[src/rtl/component_reg_access_ctrl.sv]
// Component register bank with round-robin 32-bit word access from NUM_REQ
// requesters. One transaction in flight: accept (IDLE) -> ACCESS -> RESP.
module component_reg_access_ctrl #(
  parameter int unsigned              NUM_REQ       = 2,
  parameter int unsigned              REGISTER_BITS = 64,
  parameter logic [REGISTER_BITS-1:0] READ_MASK     = '1,
  parameter logic [REGISTER_BITS-1:0] WRITE_MASK    = {{(REGISTER_BITS-32){1'b1}}, 32'h0},
  parameter logic [REGISTER_BITS-1:0] RESET_VALUE   = '0,
  parameter int unsigned              ADDR_BITS     = 4
) (
  input  logic                         clk,
  input  logic                         rst,
  input  logic [NUM_REQ-1:0]           req_valid,
  input  logic [NUM_REQ-1:0]           req_write,
  input  logic [NUM_REQ*ADDR_BITS-1:0] req_addr,
  input  logic [NUM_REQ*32-1:0]        req_wdata,
  output logic [NUM_REQ-1:0]           req_ready,
  output logic [NUM_REQ-1:0]           rsp_valid,
  input  logic [NUM_REQ-1:0]           rsp_ready,
  output logic [31:0]                  rsp_rdata,
  output logic                         rsp_error,
  output logic [REGISTER_BITS-1:0]     regs_out
);

  localparam int unsigned NUM_WORDS = REGISTER_BITS / 32;
  localparam int unsigned IDX_W     = (NUM_REQ > 1) ? $clog2(NUM_REQ) : 1;

  if ((REGISTER_BITS % 32) != 0 || REGISTER_BITS == 0) begin : g_bad_width
    $error("REGISTER_BITS must be a non-zero multiple of 32");
  end
  if (NUM_REQ < 1 || NUM_REQ > 8) begin : g_bad_num_req
    $error("NUM_REQ must be in 1..8");
  end

  typedef enum logic [1:0] {IDLE, ACCESS, RESP} state_t;

  state_t                   state, state_next;
  logic [IDX_W-1:0]         rr_ptr;
  logic [IDX_W-1:0]         win_idx;
  logic [IDX_W-1:0]         arb_idx;
  logic                     arb_found;
  int unsigned              cand;
  logic                     lat_write;
  logic [ADDR_BITS-1:0]     lat_addr;
  logic [31:0]              lat_wdata;
  logic [REGISTER_BITS-1:0] regs, regs_next;
  logic [31:0]              sel_word, sel_rmask, sel_wmask;
  logic                     addr_hit;
  logic [31:0]              rdata_q;
  logic                     error_q;
  logic                     rsp_hs;

  // Round-robin pick: first valid requester at or after rr_ptr, wrapping.
  always_comb begin
    arb_found = 1'b0;
    arb_idx   = '0;
    cand      = 0;
    for (int unsigned i = 0; i < NUM_REQ; i++) begin
      cand = (32'(rr_ptr) + i) % NUM_REQ;
      if (!arb_found && req_valid[cand]) begin
        arb_found = 1'b1;
        arb_idx   = IDX_W'(cand);
      end
    end
  end

  // State register.
  always_ff @(posedge clk or posedge rst) begin
    if (rst) state <= IDLE;
    else     state <= state_next;
  end

  // Next state, accept strobe and response valid.
  always_comb begin
    state_next = state;
    req_ready  = '0;
    rsp_valid  = '0;
    rsp_hs     = 1'b0;
    case (state)
      IDLE: begin
        if (arb_found && !rst) begin
          req_ready[arb_idx] = 1'b1;
          state_next         = ACCESS;
        end
      end
      ACCESS: state_next = RESP;
      RESP: begin
        rsp_valid[win_idx] = 1'b1;
        if (rsp_ready[win_idx]) begin
          rsp_hs     = 1'b1;
          state_next = IDLE;
        end
      end
      default: state_next = IDLE;
    endcase
  end

  // Select the addressed word and its masks; addr_hit clear means out of range.
  always_comb begin
    sel_word  = '0;
    sel_rmask = '0;
    sel_wmask = '0;
    addr_hit  = 1'b0;
    for (int unsigned k = 0; k < NUM_WORDS; k++) begin
      if (32'(lat_addr) == k) begin
        sel_word  = regs[32*k +: 32];
        sel_rmask = READ_MASK[32*k +: 32];
        sel_wmask = WRITE_MASK[32*k +: 32];
        addr_hit  = 1'b1;
      end
    end
  end

  // Masked write merge, only in ACCESS for an in-range write.
  always_comb begin
    regs_next = regs;
    if (state == ACCESS && lat_write && addr_hit) begin
      for (int unsigned k = 0; k < NUM_WORDS; k++) begin
        if (32'(lat_addr) == k)
          regs_next[32*k +: 32] = (sel_word & ~sel_wmask) | (lat_wdata & sel_wmask);
      end
    end
  end

  // Datapath: register bank, request latch, response data, rr pointer.
  always_ff @(posedge clk or posedge rst) begin
    if (rst) begin
      regs      <= RESET_VALUE;
      rr_ptr    <= '0;
      win_idx   <= '0;
      lat_write <= 1'b0;
      lat_addr  <= '0;
      lat_wdata <= '0;
      rdata_q   <= '0;
      error_q   <= 1'b0;
    end else begin
      regs <= regs_next;
      if (state == IDLE && arb_found) begin
        win_idx   <= arb_idx;
        lat_write <= req_write[arb_idx];
        lat_addr  <= req_addr[arb_idx*ADDR_BITS +: ADDR_BITS];
        lat_wdata <= req_wdata[arb_idx*32 +: 32];
      end
      if (state == ACCESS) begin
        error_q <= !addr_hit;
        rdata_q <= (addr_hit && !lat_write) ? (sel_word & sel_rmask) : '0;
      end
      if (rsp_hs)
        rr_ptr <= (32'(win_idx) + 1 == NUM_REQ) ? '0 : win_idx + 1'b1;
    end
  end

  assign rsp_rdata = rdata_q;
  assign rsp_error = error_q;
  assign regs_out  = regs;

endmodule

[config.mk]
export PLATFORM = sky130hd
export DESIGN_NAME = component_reg_access_ctrl
export DESIGN_NICKNAME = d
export VERILOG_FILES = /design/src/rtl/component_reg_access_ctrl.sv
export SDC_FILE = /design/constraint.sdc
export NUM_CORES = 1
export LEC_CHECK = 0
export CAP_MARGIN = 30
export CORE_MARGIN = 2
export CORE_UTILIZATION = 50
export CTS_CLUSTER_DIAMETER = 60
export CTS_CLUSTER_SIZE = 24
export DETAILED_ROUTE_END_ITERATION = 12
export HOLD_SLACK_MARGIN = 0.1
export PLACE_DENSITY = 0.85
export SLEW_MARGIN = 10
export SYNTH_ARGS = -nofsm -noshare
export SYNTH_HDL_FRONTEND = slang
export SYNTH_SLANG_ARGS = --single-unit
[constraint.sdc]
create_clock -name clk -period 11.7 [get_ports clk]
set_clock_uncertainty 0.15 [all_clocks]
set_input_delay 2.34 -clock clk [delete_from_list [all_inputs] [get_ports clk]]
set_output_delay 2.34 -clock clk [all_outputs]
set_load 0.02 [all_outputs]
==> metrics.txt <==
post-synth cell types=26; post-synthesis register bit count=138; crit path max-delay cell type=or2_2; CTS Hold Buffers Added=0; final setup fails=0; net total in the final layout=733; part of the cycle the worst path needs=61.16%; Clock Tree Buf Depth=2; Vert. Die Dim=112.0 um; Worst Setup End Kind=output port; commonest non-fill, non-tap cell in the layout=clkdlybuf4s50_1; final worst setup slack=4544 ps; crit-path max cell delay=730 ps; worst path required time=9210 ps; die width=about 110 um; area of the multi-input gates=approximately 0.0021 mm^2; Hold Path Depth=0; die area=approximately 0.013 mm^2; Synth Area in Compound Gates=13.61%; PortBufs=180; post-synthesis mux area share=between 10 and 15%; largest family of logic cells by synthesized area=multiplexers; simple-gate share of the synthesized area=7.580%; Via Count=4516; Fin Setup TNS=0 ps; post-layout util=72.01%; Hold WC Path Type=register to register; fill cell count=787; hold_ws=244.4 ps; first-pass GRT wire length=approximately 24 mm; syn nets=between 600 and 700; DRT Pass-1 Iters=4; Ys Warns=0; sequential fraction of the synthesis area=approximately three fifths; WL/cell=18.75 um; crit path DAT=4670 ps; GRT Total Usage=24.63%; Final HPWL DP=10.02 mm; Max Cap Viol=0; DRC violations left=0; core area=0.01142 mm^2; Routed Antenna Nets=0; Crit Path Class=primary input to output port; ant diodes=0; TritonCTS Buffers=17; CTS resizes=0; Syn Std Cell Area=0.005827 mm^2; vias in the first global route=about 4500; clk sink count=138; status=completed; CTS tree=yes; # rows=39; post-CTS setup buffers=0; crit path launch type=primary input; initial core utilization=51.03%; initial antenna violation count=0; Cell Pwr Density=roughly 220 mW/mm^2; H-tree depth=4; Clock Latency Late Sink=420 ps; Critical Path Fanout Max=39; drt first-iter violations=between 200 and 300; Root Driver=clkbuf_16; Setup WS pre-CTS=around 4500 ps; FF/Latch Area=between 0.003 and 0.004 mm^2; area share of fa/ha/maj cells after synthesis=0%; drt via density=between 5 and 6; fmax=0.1398 GHz; grt peak-use layer=met2; I/O pin count=181; met3 Use GR=5.879%; largest net degree at the start of global routing=75; relative slew slack=39.57%; clock slew at reported path FFs=60 ps; routability cong.=0.7920; Fin. Hold Viols=0; total leakage power=0.003657 uW; Area growth, synth to finish=41.12%; commonest cells after routing, fill and taps aside=clkdlybuf4s50_1 (179), dfrtp_1 (137), o21ai_0 (73); worst-path cell chain=buf_2 > or2_2 > nand2_1 > nor3_1 > clkdlybuf4s50_1; Slew @ Worst Pin=between 900 and 1000 ps; routed wire length=15.17 mm; Post-Syn Area per Cell=11.18 um^2; met2 Use GR=41.49%; Slew Limit Fails=0; GRT overflow=0; Post-Synthesis Cells=521; met1 usage=31.52%; RSZ-0062 raised after global routing=false; post-layout minimum cycle time=between 7000 and 8000 ps; layout cells sized above 1=12.16%; worst reg-to-reg path cell count=5; Synth Area in XOR/XNOR=0%; Worst VDD drop=0.1578 mV
-- final cells by class --
class	count	area share, %
clock inverters	12	2.085
well taps	143	2.176
multi-input cells	305	24.95
repair buffers	187	22.98
clock buffers	20	5.554
inverters	4	0.2435
flip-flops and latches	138	42.01
-- power breakdown --
| part | leakage [uW] | internal [uW] | switching, uW |
|---|---|---|---|
| Clock | 0.000302 | 366 | 199 |
| Sequential | 0.00180 | 594 | 105 |
| Combinational | 0.00155 | 261 | 269 |
| Total | 0.00366 | 1220 | 572 |
-- per-layer routing --
metal  routed length (um)  share of wire, %
met5                    0                 0
met4                  360               2.4
met3                  742               4.9
met2                 7734                51
met1                 6331                42
-- metrics by stage --
step	cell area [um^2]	total power [uW]	instances
after detailed placement	7595	1231	777
after global placement	7532	1201	774
after global routing	8223	1873	809
final	8223	1794	809
after floorplan	5827	1018	521
after CTS	8223	1800	809
-- worst paths after layout --
path / start / to / slack, ps
worst min register to register: regs_out[2] / regs_out[2] / 240
worst min-delay path: regs_out[2] / regs_out[2] / 240
max in group asynchronous: rst / lat_addr[0] / 7760
worst max-delay path: req_valid[1] / req_ready[0] / 4540
worst max register to register: lat_addr[0] / regs_out[44] / 9070
min in group asynchronous: rst / regs_out[14] / 2330
-- flip-flops by register name (all words and copies together), names as in the netlist --
name	count
regs_out	64
lat_wdata	32
rsp_rdata	32
lat_addr	4
state	2
lat_write	1
rr_ptr	1
rsp_error	1
win_idx	1
-- cell families (layout without fill, tap and decap cells) --
logic type | count (synthesis) | in the layout
compound gates | 149 | 149
flops | 138 | 138
simple gates | 91 | 91
buf+inv | 78 | 223
mux | 65 | 65
-- cells in the mapped netlist (all sizes together) --
library cell / instances / area [um^2]
a21oi: 38 / 190.2
a31oi: 38 / 237.7
and2: 1 / 6.260
and3: 2 / 12.51
buf: 19 / 112.6
clkbuf: 55 / 206.5
dfrtp: 138 / 3453
inv: 4 / 15.01
mux2: 33 / 484.2
mux2i: 32 / 320.3
nand2: 35 / 131.4
nand2b: 3 / 18.77
nand3: 38 / 195.2
nor2: 5 / 18.77
nor2b: 2 / 12.51
nor3: 2 / 10.01
nor4: 1 / 6.260
nor4b: 1 / 23.77
o21ai: 73 / 365.4
or2: 1 / 6.260
-- worst max-delay path: cells and delay by family --
family	cells	cell delay, ps
buffers and inverters	2	1190
and+or+nand+nor	3	1120
(Power assumes the default switching activity.)
